==> src/rtl/mem_lsu.sv <==
// Memory-access stage: passes ALU results through and runs loads/stores as a
// multi-cycle request/ack handshake on the data bus, stalling the pipeline meanwhile.
module mem_lsu #(
  parameter int MAX_WAIT = 255
) (
  input  logic        i_clk,
  input  logic        i_rst,
  input  logic [5:0]  i_stall,
  input  logic [4:0]  i_ex_wd,
  input  logic        i_ex_wreg,
  input  logic [31:0] i_ex_wdata,
  input  logic [7:0]  i_ex_aluop,
  input  logic [31:0] i_ex_mem_addr,
  input  logic [31:0] i_ex_reg2,
  output logic [4:0]  o_mem_wd,
  output logic        o_mem_wreg,
  output logic [31:0] o_mem_wdata,
  output logic        o_stallreq,
  output logic        o_dbus_req,
  output logic        o_dbus_we,
  output logic [31:0] o_dbus_addr,
  output logic [3:0]  o_dbus_sel,
  output logic [31:0] o_dbus_wdata,
  input  logic [31:0] i_dbus_rdata,
  input  logic        i_dbus_ack,
  output logic        o_mem_err
);

  localparam logic [7:0] EXE_LB_OP  = 8'b1110_0000;
  localparam logic [7:0] EXE_LBU_OP = 8'b1110_0100;
  localparam logic [7:0] EXE_LH_OP  = 8'b1110_0001;
  localparam logic [7:0] EXE_LHU_OP = 8'b1110_0101;
  localparam logic [7:0] EXE_LW_OP  = 8'b1110_0011;
  localparam logic [7:0] EXE_SB_OP  = 8'b1110_1000;
  localparam logic [7:0] EXE_SH_OP  = 8'b1110_1001;
  localparam logic [7:0] EXE_SW_OP  = 8'b1110_1011;

  localparam int CW = (MAX_WAIT > 1) ? $clog2(MAX_WAIT) : 1;
  localparam bit TMO_EN = (MAX_WAIT > 0);
  localparam logic [CW-1:0] LIMIT = CW'((MAX_WAIT > 0) ? MAX_WAIT - 1 : 0);

  typedef enum logic [1:0] {IDLE, BUSY, DONE} state_t;

  state_t        r_state;
  logic [CW-1:0] r_cnt;
  logic          r_abort;
  logic [31:0]   r_rdata;
  logic [7:0]    r_op;
  logic [1:0]    r_lo;
  logic          r_req;
  logic          r_we;
  logic [31:0]   r_addr;
  logic [3:0]    r_sel;
  logic [31:0]   r_wdata;
  logic          r_err;

  logic          w_is_mem;
  logic          w_is_store;
  logic [3:0]    w_sel;
  logic [31:0]   w_wdata;
  logic [7:0]    w_byte;
  logic [15:0]   w_half;
  logic [31:0]   w_fmt;
  logic          w_timeout;
  logic          w_unused;

  assign w_unused = ^{i_stall[5], i_stall[3:0]};

  // Decode the incoming op into bus lane enables and lane-replicated store data.
  always_comb begin
    w_is_mem   = 1'b1;
    w_is_store = 1'b0;
    w_sel      = 4'b0000;
    w_wdata    = 32'h0;
    case (i_ex_aluop)
      EXE_LB_OP, EXE_LBU_OP: w_sel = 4'b1000 >> i_ex_mem_addr[1:0];
      EXE_LH_OP, EXE_LHU_OP: w_sel = i_ex_mem_addr[1] ? 4'b0011 : 4'b1100;
      EXE_LW_OP:             w_sel = 4'b1111;
      EXE_SB_OP: begin
        w_is_store = 1'b1;
        w_sel      = 4'b1000 >> i_ex_mem_addr[1:0];
        w_wdata    = {4{i_ex_reg2[7:0]}};
      end
      EXE_SH_OP: begin
        w_is_store = 1'b1;
        w_sel      = i_ex_mem_addr[1] ? 4'b0011 : 4'b1100;
        w_wdata    = {2{i_ex_reg2[15:0]}};
      end
      EXE_SW_OP: begin
        w_is_store = 1'b1;
        w_sel      = 4'b1111;
        w_wdata    = i_ex_reg2;
      end
      default: w_is_mem = 1'b0;
    endcase
  end

  // Big-endian lane extraction uses the op and address captured at request time.
  always_comb begin
    w_byte = 8'h0;
    case (r_lo)
      2'd0: w_byte = i_dbus_rdata[31:24];
      2'd1: w_byte = i_dbus_rdata[23:16];
      2'd2: w_byte = i_dbus_rdata[15:8];
      default: w_byte = i_dbus_rdata[7:0];
    endcase
    w_half = r_lo[1] ? i_dbus_rdata[15:0] : i_dbus_rdata[31:16];
    w_fmt  = 32'h0;
    case (r_op)
      EXE_LB_OP:  w_fmt = {{24{w_byte[7]}}, w_byte};
      EXE_LBU_OP: w_fmt = {24'h0, w_byte};
      EXE_LH_OP:  w_fmt = {{16{w_half[15]}}, w_half};
      EXE_LHU_OP: w_fmt = {16'h0, w_half};
      EXE_LW_OP:  w_fmt = i_dbus_rdata;
      default:    w_fmt = 32'h0;
    endcase
  end

  assign w_timeout = TMO_EN && (r_cnt == LIMIT);

  always_ff @(posedge i_clk or posedge i_rst) begin
    if (i_rst) begin
      r_state <= IDLE;
      r_cnt   <= '0;
      r_abort <= 1'b0;
      r_rdata <= 32'h0;
      r_op    <= 8'h0;
      r_lo    <= 2'b00;
      r_req   <= 1'b0;
      r_we    <= 1'b0;
      r_addr  <= 32'h0;
      r_sel   <= 4'b0000;
      r_wdata <= 32'h0;
      r_err   <= 1'b0;
    end else begin
      r_err <= 1'b0;
      case (r_state)
        IDLE: begin
          if (w_is_mem) begin
            r_state <= BUSY;
            r_req   <= 1'b1;
            r_we    <= w_is_store;
            r_addr  <= {i_ex_mem_addr[31:2], 2'b00};
            r_sel   <= w_sel;
            r_wdata <= w_wdata;
            r_op    <= i_ex_aluop;
            r_lo    <= i_ex_mem_addr[1:0];
            r_cnt   <= '0;
            r_abort <= 1'b0;
            r_rdata <= 32'h0;
          end
        end
        BUSY: begin
          // An ack in the timeout cycle still completes the access normally.
          if (i_dbus_ack) begin
            r_rdata <= w_fmt;
            r_req   <= 1'b0;
            r_state <= DONE;
          end else if (w_timeout) begin
            r_req   <= 1'b0;
            r_err   <= 1'b1;
            r_abort <= 1'b1;
            r_state <= DONE;
          end else begin
            r_cnt <= r_cnt + CW'(1);
          end
        end
        DONE: begin
          if (!i_stall[4]) r_state <= IDLE;
        end
        default: r_state <= IDLE;
      endcase
    end
  end

  // Gating with reset lets the stall request fall together with the bus request.
  always_comb begin
    o_mem_wd    = i_ex_wd;
    o_mem_wreg  = i_ex_wreg;
    o_mem_wdata = i_ex_wdata;
    o_stallreq  = ~i_rst & ((r_state == BUSY) || ((r_state == IDLE) && w_is_mem));
    if (r_state == DONE) begin
      o_mem_wreg  = i_ex_wreg & ~r_abort & ~w_is_store;
      o_mem_wdata = r_rdata;
    end else if (w_is_mem) begin
      o_mem_wreg  = 1'b0;
      o_mem_wdata = 32'h0;
    end
  end

  assign o_dbus_req   = r_req;
  assign o_dbus_we    = r_we;
  assign o_dbus_addr  = r_addr;
  assign o_dbus_sel   = r_sel;
  assign o_dbus_wdata = r_wdata;
  assign o_mem_err    = r_err;

endmodule

==> config.mk <==
export PLATFORM = sky130hd
export DESIGN_NAME = mem_lsu
export DESIGN_NICKNAME = d
export VERILOG_FILES = /design/src/rtl/mem_lsu.sv
export SDC_FILE = /design/constraint.sdc
export NUM_CORES = 1
export LEC_CHECK = 0
export CAP_MARGIN = 15
export CORE_ASPECT_RATIO = 0.8
export CORE_MARGIN = 1.5
export CORE_UTILIZATION = 46
export CTS_CLUSTER_DIAMETER = 60
export DETAILED_ROUTE_END_ITERATION = 10
export HOLD_SLACK_MARGIN = 0.1
export PLACE_DENSITY = 0.83
export RECOVER_POWER = 100
export SLEW_MARGIN = 30
export SYNTH_ARGS = -nofsm -noshare
export SYNTH_HDL_FRONTEND = slang
export SYNTH_SLANG_ARGS = --single-unit
==> constraint.sdc <==
create_clock -name i_clk -period 6.1 [get_ports i_clk]
set_input_delay 0.61 -clock i_clk [delete_from_list [all_inputs] [get_ports i_clk]]
set_output_delay 0.61 -clock i_clk [all_outputs]
set_load 0.02 [all_outputs]
* After elaboration in Yosys (flattened, before gate mapping)
Cells that the tools add are included.
** Storage, ports and cells
- Input bits :: 151
- Memory bits (read-only) :: 0
- Memories kept :: 0
- Register bits :: 122
- RAM bits :: 0
- Latch bits :: 0
** Cells by class
- Multipliers :: 0
- Reduce and logical (&&, ||, !) cells :: 16
- Divide/modulo/power cells :: 0
- Bitwise operators :: 6
- Shift-type cells :: 1
- Order comparisons :: 0
- Multiplexer cells :: 35
- Add/sub/neg operators :: 1
- Equal/unequal tests :: 25
** Operators by type and width (count)
- 32-bit case mux with 5 select lines :: 1
- 32-bit 2-to-1 mux :: 4
- 8-bit == test, second input constant :: 14
- 32-bit case mux with 3 select lines :: 1
- 32-bit case mux with 2 select lines :: 1
- 8-bit 2-to-1 mux :: 3
- 8-bit case mux with 3 select lines :: 1
- 16-bit 2-to-1 mux :: 1
- 8-bit case mux with 2 select lines :: 1
- 1-bit 2-to-1 mux :: 13
- 2-bit != test, second input constant :: 6
- 4-bit case mux with 3 select lines :: 1
- 3-bit AND reduction :: 3
- 3-bit OR reduction :: 3
- 8-bit by 1-bit adder with 8-bit output, second input constant :: 1
- 2-bit 2-to-1 mux :: 4
- 4-bit AND reduction :: 2
- 8-bit OR reduction :: 1
- 2-bit case mux with 3 select lines :: 1
- 2-bit by 1-bit == test with 1-bit output, second input constant :: 2
- 2-bit == test, second input constant :: 2
- 2-bit logical NOT :: 2
- 4-bit 2-to-1 mux :: 1
- 1-bit case mux with 2 select lines :: 2
- other kinds (9) :: 13

* Depth between registers and ports, before layout
Gate-level depths: netlist (run 1).
- Depth in word-level cells :: 6
- Mapped depth :: 7

* Least setup slack after synthesis (run 1)
No wires, ideal clock.
- Kind :: input to output
- From :: input port i_ex_aluop[4]
- To :: output port o_stallreq
- Stages :: 5
- Slack :: 3594 ps
- Required time :: 5490 ps
- Arrival time :: 1896 ps
- Cells stage by stage :: and4b_1 -> nand4_1 -> clkbuf_1 -> clkbuf_1 -> a21oi_1
** Between the ends
- Word-level cells in the longest chain between the ends :: 6
- Elaborated cells on any way between the ends :: 13
** Ends and longest elaborated chain
- start, declared :: RTL line 12 : input logic [7:0] i_ex_aluop,
- 8-bit == test :: RTL line 75 : case (i_ex_aluop)
- 8-bit OR reduction (no line) *
- 1-bit 2-to-1 mux * :: RTL line 75
- 1-bit logical AND * :: RTL line 181 : o_stallreq = ~i_rst & ((r_state == BUSY) || ((r_state == IDLE) && w_is_mem));
- 1-bit logical OR * :: RTL line 181
- 1-bit AND * :: RTL line 181
- end, declared :: RTL line 18 : output logic o_stallreq,
Every way passes the cells marked *; elsewhere a longest branch is shown, timed or not.

* Worst setup path after layout (run 1)
- From :: input port i_ex_aluop[0]
- To :: output port o_mem_wdata[31]
** Between the ends
- Word-level cells in the longest chain between the ends :: 5
- Elaborated cells on any way between the ends :: 12
** Ends and longest elaborated chain
- 8-bit == test :: RTL line 75
- 8-bit OR reduction (no line) *
- 1-bit 2-to-1 mux * :: RTL line 75
- 32-bit 2-to-1 mux * :: RTL line 185 : end else if (w_is_mem) begin
- 32-bit 2-to-1 mux * :: RTL line 182 : if (r_state == DONE) begin
- end, declared :: RTL line 17 : output logic [31:0] o_mem_wdata,
Marks and branches as above.

==> results of run 1 <==
[synth_stat cells, drive strengths merged (3+ instances only)]
| library cell | n | area, sq um |
|---|---|---|
| xor2 | 5 | 43.79 |
| nor3 | 6 | 41.29 |
| nand3 | 5 | 25.02 |
| buf | 19 | 126.4 |
| a221oi | 26 | 227.7 |
| o21ai | 16 | 80.08 |
| clkbuf | 32 | 120.1 |
| o21a | 3 | 22.52 |
| a221o | 22 | 220.2 |
| o211ai | 11 | 122.6 |
| and2 | 6 | 37.54 |
| nand2b | 11 | 68.82 |
| and4 | 3 | 26.28 |
| mux2 | 14 | 157.6 |
| a21o | 3 | 22.52 |
| nor4 | 3 | 25.02 |
| a22oi | 8 | 60.06 |
| a22o | 40 | 350.3 |
| nand2 | 125 | 469.2 |
| nor3b | 9 | 72.57 |
| nor2 | 68 | 255.2 |
| dfrtp | 122 | 3053 |
| inv | 4 | 15.01 |
| nor2b | 3 | 18.77 |
| a21oi | 11 | 55.05 |
[sequential cells by signal, indices dropped and copies added (netlist names), 2 cells and up]
signal	cells
o_dbus_addr	30
r_op	8
r_lo	2
r_rdata	32
o_dbus_sel	4
r_state	2
r_cnt	8
o_dbus_wdata	32
[final timing paths]
path                                                  start                     endpoint  slack [ns]
worst min-delay path            o_dbus_addr[23]$_DFFE_PP0P_  o_dbus_addr[23]$_DFFE_PP0P_        0.46
worst max-delay path                          i_ex_aluop[0]              o_mem_wdata[31]        1.52
min in group asynchronous                             i_rst       o_dbus_req$_DFFE_PP0P_        1.56
worst max register to register       r_state[0]$_DFFE_PP0P_  o_dbus_addr[16]$_DFFE_PP0P_        2.69
max in group asynchronous                             i_rst      r_rdata[13]$_DFFE_PP0P_        2.24
worst min register to register  o_dbus_addr[23]$_DFFE_PP0P_  o_dbus_addr[23]$_DFFE_PP0P_        0.46
[cells by family after synthesis]
family          count (synthesis)  synth area share
simple gates                  252            0.1916
compound gates                151            0.2084
flops                         122            0.5075
buf+inv                        55           0.04347
mux                            18           0.03702
xor+xnor                        5          0.007279
fa+ha+maj                       2          0.004159
other cells                     1         0.0006234
[report_power, final]
part	leakage, nW	switching [mW]	internal (mW)
sequential	1.58	0.127	0.963
clock	0.256	0.335	0.546
combinational	2.25	0.437	0.399
[area by class of cell]
class,count,area share
Timing Repair Buffer,251,0.2767
Clock inverter,4,0.002235
Sequential cell,122,0.3408
Clock buffer,23,0.05447
Inverter,4,0.001816
Tap cell,175,0.02444
Multi-Input combinational cell,430,0.2996
[worst min-delay path, stage by stage (launching register included)]
cell     delay, ns
dfrtp_1       0.33
nand2_1       0.05
nand2_1       0.05
[layer usage]
layer / GRT usage / routed length, microns / up-vias
met3: 0.1015 / 1778 / 43
met1: 0.3457 / 7670 / 2798
li1: - / - / 2630
met2: 0.4568 / 9025 / 312
met5: 0 / 0 / -
met4: 0.1170 / 558 / 0
[through the flow]
stage	instances	cell area (sq um)
after floorplan	607	6020
after global placement	982	8514
after detailed placement	982	8514
after CTS	1009	9022
after global routing	1009	8959
final	1009	8959
==> metrics.cfg, run 1 <==
[detailed_routing]
drc=0
viasPerCell=5.731
first_iter_violations=407
firstDrtPassIters=7
vias=5783
wl_mm=19.03
wl_per_cell_microns=18.86
antenna_left=0

[logic_synthesis]
ys_ff_latch=122
ys.flop_type=dfrtp_1
yosysSeqAreaShare=0.5075
synth_edf_count=0
async_flop_share=1.000
synth_cells=606
syn_area_sq_um=6016
synth_cell_types=57
syn_avg_cell_area_sq_um=9.927
synth_warnings=0

[status]
status=complete, but fails checks
violations=max-capacitance violations, max-slew violations

[floorplanning]
start_util=0.4691
coreArea_sq_um=12820
die_h_microns=105.3
die_w_microns=130.9
rows=37
fp.dieArea_sq_um=13780
ios=261

[worst_setup_path]
cp_data_arrival_time_ns=3.97
cp_max_fo=33
crit_type=in -> out
crit_family=buffers and inverters
slowest_stage=clkbuf_1
reg2reg_depth=5
cp.depth=6
path_cells=dlygate4sd3_1 > nand2b_1 > a31oi_2 > clkbuf_1 > a22o_1 > dlygate4sd3_1
required_ns=5.49
cp.buffers_inverters=3
crit_path_start_kind=input pin
cpMostUsedCell=dlygate4sd3_1
critPathMaxStageDelay_ns=1.04
cp-end-kind=primary output

[power]
p_total_mw=2.806
max-vdd-ir-drop_uv=240.6
leakage_nw=4.088
powerDensity_nw_per_um2=313.2

[sta]
post-route-period-util=0.7516
final_hold_viol_count=0
rsz0062_at_grt=false
setup_viol=0
whs_ns=0.4638
fin_setup_tns_ns=0
maxSlewViolCount=111
skew_ns=0.007232
max_freq_mhz=218.1
worstMarginPinSlew_ns=3.053
setup_slack_ns=1.515
fin_crit_ns=4.585
relSlewSlack=-1.046

[job]
cap_viol_max_count=2

[min_path]
hold_class=reg -> reg
holdPathStages=2

[cells_and_area]
fin_util=0.6986
regArea_sq_um=3053
drive_gt1_frac=0.06715
final_common_cell=clkdlybuf4s50_1
num-fill-cells=976
final_cell_mix=139 x clkdlybuf4s50_1, 125 x nand2_1, 122 x dfrtp_1
multi_input_area_sq_um=2684
antenna_cells=0
nets=979
area_growth_pct=48.92

[cts]
clockRootBuffer=clkbuf_16
numCtsBuffers=17
htreeDepth=4
clock_path_buffers=2
cts_tree=built
clock_latency_ns=0.42
ctsResizeCount=0
holdBufCountCts=0
cts.sinks=122
post-cts-setup-buffers=0
path_clk_slew_ns=0.05

[placed_design]
pre_cts_slack_ns=2.377
dp_hpwl_mm=13.44
io_buffers=243
gp_congestion=0.8800

[global_routing]
antenna_found_initial=0
grt_pass1_wl_mm=29.93
grt_pass1_vias=5835
grt_max_degree=78
grt_overflow=0
grt_usage=0.2838

Power figures use the tool's default switching activity.
==> run 2, diff against run 1 <==
--- a/config.mk
+++ b/config.mk
@@ -8,11 +8,11 @@
 export CAP_MARGIN = 15
 export CORE_ASPECT_RATIO = 0.8
 export CORE_MARGIN = 1.5
-export CORE_UTILIZATION = 46
+export CORE_UTILIZATION = 43
 export CTS_CLUSTER_DIAMETER = 60
 export DETAILED_ROUTE_END_ITERATION = 10
 export HOLD_SLACK_MARGIN = 0.1
-export PLACE_DENSITY = 0.83
+export PLACE_DENSITY = 0.78
 export RECOVER_POWER = 100
 export SLEW_MARGIN = 30
 export SYNTH_ARGS = -nofsm -noshare
==> constraint.sdc (replaced) <==
create_clock -name i_clk -period 4.5 [get_ports i_clk]
set_input_delay 0.45 -clock i_clk [delete_from_list [all_inputs] [get_ports i_clk]]
set_output_delay 0.45 -clock i_clk [all_outputs]
set_load 0.02 [all_outputs]
==> run 2 against run 1 <==
  * The flow still finishes with violations (max-capacitance violations, max-slew violations)
  * Register-to-register slack got worse by 0.95 ns
  * Total power is 40% higher
  * Final area up 1.2%
  * Clock power is 51% higher
  * Die area grew 6.8%
  * Sequential power is 36% higher
  * Clock skew rose by 0.0017 ns
  * Clock-buffer cell count down 5
  * Hold slack gained 0.0025 ns
  * Routed wire length is 1.3% lower
  * Utilization shrank 3.2 points
  * Combinational power up 35%
  * Critical path type unchanged
  * Largest cell class unchanged
==> metrics.cfg, run 2 (synthesis results as in run 1) <==
[detailed_routing]
first_iter_violations=475
antenna_left=0
drc=0
wl_per_cell_microns=18.40
firstDrtPassIters=5
vias=5757
viasPerCell=5.639
wl_mm=18.78

[cts]
clockRootBuffer=clkbuf_16
holdBufCountCts=0
post-cts-setup-buffers=0
clock_latency_ns=0.41
htreeDepth=4
path_clk_slew_ns=0.05
cts_tree=built
clock_path_buffers=2
numCtsBuffers=17
ctsResizeCount=0
cts.sinks=122

[sta]
fin_crit_ns=3.585
final_hold_viol_count=0
relSlewSlack=-0.8288
skew_ns=0.008974
post-route-period-util=0.7966
max_freq_mhz=279.0
worstMarginPinSlew_ns=2.740
rsz0062_at_grt=false
setup_viol=0
setup_slack_ns=0.9155
maxSlewViolCount=151
whs_ns=0.4663
fin_setup_tns_ns=0

[global_routing]
grt_pass1_vias=5772
grt_max_degree=77
antenna_found_initial=0
grt_pass1_wl_mm=29.49
grt_usage=0.2597
grt_overflow=0

[power]
max-vdd-ir-drop_uv=320.4
powerDensity_nw_per_um2=433.4
leakage_nw=4.120

[worst_setup_path]
cp_max_fo=33
r2r_setup_slack_ns=1.74
required_ns=4.05
cp-end-kind=primary output
crit_path_start_kind=input pin
crit_type=in -> out
cp_data_arrival_time_ns=3.13

[placed_design]
io_buffers=243
gp_congestion=0.8659
dp_hpwl_mm=13.52
pre_cts_slack_ns=1.380
placed_cell_area_sq_um=8543

[cells_and_area]
nets=982
fin_util=0.6668
antenna_cells=0
final_cell_mix=140 x clkdlybuf4s50_1, 125 x nand2_1, 122 x dfrtp_1
num-fill-cells=1089
finalInstanceArea_sq_um=9067
final_common_cell=clkdlybuf4s50_1
area_growth_pct=50.73
drive_gt1_frac=0.07729

[floorplanning]
rows=38
fp.dieArea_sq_um=14710
die_h_microns=108.8
ios=261
die_w_microns=135.2
start_util=0.4424
coreArea_sq_um=13600

[job]
cap_viol_max_count=2

[status]
violations=max-capacitance violations, max-slew violations
status=complete, but fails checks

[min_path]
hold_class=reg -> reg

[run 2: cell count changes in the layout (fill, tap and decap cells not counted), moves of 2 or more]
| cell | previous run | this run |
|---|---|---|
| clkinv_2 | 4 | 0 |
| clkinvlp_4 | 0 | 6 |
| o21ai_1 | 3 | 1 |
| o21ai_0 | 13 | 15 |
| clkbuf_8 | 4 | 1 |
| clkbuf_1 | 5 | 2 |
| bufinv_16 | 0 | 2 |
| clkinv_4 | 0 | 5 |
| buf_4 | 4 | 7 |
[run 2: critical path, stage by stage]
cell	delay (ns)
dlygate4sd3_1	0.72
o21ai_0	0.24
a31oi_2	0.23
clkbuf_2	0.56
a22o_1	0.24
dlygate4sd3_1	0.67
[run 2: power breakdown]
group	internal [mW]	leakage (nW)	total (mW)	switching, mW
Sequential	1.30	1.58	1.48	0.172
Clock	0.829	0.266	1.33	0.500
Combinational	0.541	2.27	1.13	0.585
[run 2: final timing paths]
kind,startpoint,endpoint,depth (start not counted)
setup / recovery,i_ex_aluop[1],o_mem_wdata[6],6
hold / removal,o_dbus_addr[25]$_DFFE_PP0P_,o_dbus_addr[25]$_DFFE_PP0P_,2
setup reg to reg,r_state[0]$_DFFE_PP0P_,r_rdata[12]$_DFFE_PP0P_,5
hold reg to reg,o_dbus_addr[25]$_DFFE_PP0P_,o_dbus_addr[25]$_DFFE_PP0P_,2
max in group asynchronous,i_rst,r_rdata[11]$_DFFE_PP0P_,2
min in group asynchronous,i_rst,o_dbus_wdata[30]$_DFFE_PP0P_,2
[run 2: area by class of cell]
type,count,area (sq um),area share
clock inverter,13,148.9,0.01642
inverter,4,15.01,0.001656
multi-input combinational,430,2684,0.2960
sequential,122,3053,0.3367
timing repair buffer,254,2502,0.2760
tap,180,225.2,0.02484
clock buffer,18,439.2,0.04843
[run 2: stage by stage]
| step | power, mW | cells |
|---|---|---|
| 2_1_floorplan | 2.072 | 607 |
| 3_3_place_gp | 2.652 | 990 |
| 3_5_place_dp | 2.686 | 990 |
| 4_1_cts | 4.035 | 1021 |
| 5_1_grt | 4.119 | 1021 |
| 6_report | 3.930 | 1021 |
[run 2: metal layers]
layer / routed length [microns] / vias to the layer above / share of wire / track usage
li1: - / 2633 / - / -
met1: 7975 / 2850 / 0.42 / 0.3285
met2: 8922 / 237 / 0.47 / 0.4231
met3: 1469 / 37 / 0.078 / 0.07671
met4: 416 / 0 / 0.022 / 0.09908
met5: 0 / - / 0 / 0
==> run 3, diff against run 2 <==
==> constraint.sdc (replaced) <==
create_clock -name i_clk -period 3.3 [get_ports i_clk]
set_input_delay 0.33 -clock i_clk [delete_from_list [all_inputs] [get_ports i_clk]]
set_output_delay 0.33 -clock i_clk [all_outputs]
set_load 0.02 [all_outputs]
==> run 3 against run 2 <==
  * The run now ends clean
  * Final area is 1.6% higher
  * Largest cell class unchanged
  * Largest power group is now the clock network
  * Routed wire length is 1.8% higher
  * Clock skew is 0.0011 ns higher
  * Combinational power is 38% higher
  * Highest routed layer unchanged
  * Sequential cell count stayed put
  * Non-clock buffer count is 5 higher
  * Sequential power is 36% higher
  * First-iteration DRC count is 7.8% lower
==> metrics.cfg, run 3 (synthesis results as in run 1) <==
[sta]
fin_setup_tns_ns=0
setup_slack_ns=0.2478
rsz0062_at_grt=false
fin_crit_ns=3.052
worstMarginPinSlew_ns=1.468
post-route-period-util=0.9249
whs_ns=0.4437
maxSlewViolCount=0
skew_ns=0.01003
setup_viol=0
final_hold_viol_count=0
relSlewSlack=0.02162
max_freq_mhz=327.6

[placed_design]
dp_hpwl_mm=13.90
gp_congestion=0.9158
pre_cts_slack_ns=0.4101
io_buffers=243

[min_path]
holdPathEnd=o_dbus_addr[11]$_DFFE_PP0P_
holdPathStages=3
hold_class=in -> reg
hold_start=i_ex_mem_addr[11]

[cts]
htreeDepth=4
clock_latency_ns=0.42
holdBufCountCts=0
clockRootBuffer=clkbuf_16
cts.sinks=122
ctsResizeCount=0
clock_path_buffers=2
path_clk_slew_ns=0.05
post-cts-setup-buffers=0
cts_tree=built
numCtsBuffers=17

[floorplanning]
die_w_microns=135.2
ios=261
die_h_microns=108.8
start_util=0.4424
coreArea_sq_um=13600
rows=38
fp.dieArea_sq_um=14710

[global_routing]
grt_max_degree=78
grt_overflow=0
grt_pass1_vias=5767
grt_pass1_wl_mm=30.19
antenna_found_initial=0
grt_usage=0.2669

[worst_setup_path]
cp.buffers_inverters=3
crit_path_start=i_ex_aluop[1]
r2r_setup_slack_ns=0.70
required_ns=2.97
cp-end-kind=primary output
r2r_end=o_dbus_wdata[20]$_DFFE_PP0P_
slowest_stage=dlygate4sd3_1
cp_data_arrival_time_ns=2.72
reg2reg_depth=5
crit_family=buffers and inverters
critPathMaxStageDelay_ns=0.65
path_cells=clkdlybuf4s50_1 > o21ai_0 > a31oi_2 > buf_4 > a22o_1 > dlygate4sd3_1
crit_type=in -> out
crit_path_start_kind=input pin
cp_max_fo=33
cp.depth=6
timing.rr.start=r_state[0]$_DFFE_PP0P_

[power]
p_comb_frac=0.275
powerDensity_nw_per_um2=614.1
sw_frac_of_total=0.3071
p_int_mw=3.920
seq_power_share=0.356
max-vdd-ir-drop_uv=427.5
p_switching_mw=1.737
power_frac_clock=0.369
leakage_nw=4.174

[detailed_routing]
wl_mm=19.12
vias=5821
antenna_left=0
wl_per_cell_microns=18.62
first_iter_violations=438
firstDrtPassIters=5
drc=0
viasPerCell=5.668

[cells_and_area]
fin_util=0.6774
antenna_cells=0
final_common_cell=clkdlybuf4s50_1
area_growth_pct=53.12
final_cell_mix=168 x clkdlybuf4s50_1, 125 x nand2_1, 122 x dfrtp_1
drive_gt1_frac=0.08383
nets=987

[job]
cap_viol_max_count=0

[status]
status=complete, no violations

==> run 3: how the worst max path moves through the flow <==
stage                 endpoint  slack [ns]
5_1_grt         o_mem_wdata[4]        0.14
4_1_cts         o_mem_wdata[3]        0.41
3_3_place_gp   o_mem_wdata[25]        0.54
6_report       o_mem_wdata[31]        0.25
2_1_floorplan       o_stallreq        1.33
3_5_place_dp    o_mem_wdata[3]        0.41
==> run 3: through the flow <==
step	std cells	cell area [sq um]	total power [mW]
after global placement	994	8600	3.624
after floorplan	607	6023	2.826
after CTS	1027	9288	5.781
final	1027	9211	5.656
after detailed placement	995	8620	3.681
after global routing	1027	9211	5.908
==> run 3: worst reg2reg max path, delay by kind of cell (launching register included) <==
family | cells | cell delay (ns)
and+or+nand+nor | 4 | 1.23
buffers and inverters | 1 | 0.81
DFF | 1 | 0.49
==> run 3: metal layers <==
metal | GRT usage | wire [microns]
met1 | 0.3413 | 7898
met5 | 0 | 0
met4 | 0.1144 | 507
met2 | 0.4308 | 9080
met3 | 0.07113 | 1632
==> run 3: cell type report <==
class                   count  area (sq um)
clock buffers              19         452.9
clock inverters            13         215.2
fillers                  1060          4387
inverters                   4         16.27
multi-input cells         430          2691
flip-flops and latches    122          3053
well taps                 180         225.2
repair buffers            259          2557
==> run 3: power groups by stage <==
stage	clock network [mW]	logic (mW)	registers (mW)
4_1_cts	2.10	1.66	2.02
6_report	2.09	1.56	2.01
2_1_floorplan	0	0.609	2.22
5_1_grt	2.18	1.68	2.05
3_3_place_gp	0	1.60	2.02
3_5_place_dp	0	1.64	2.04
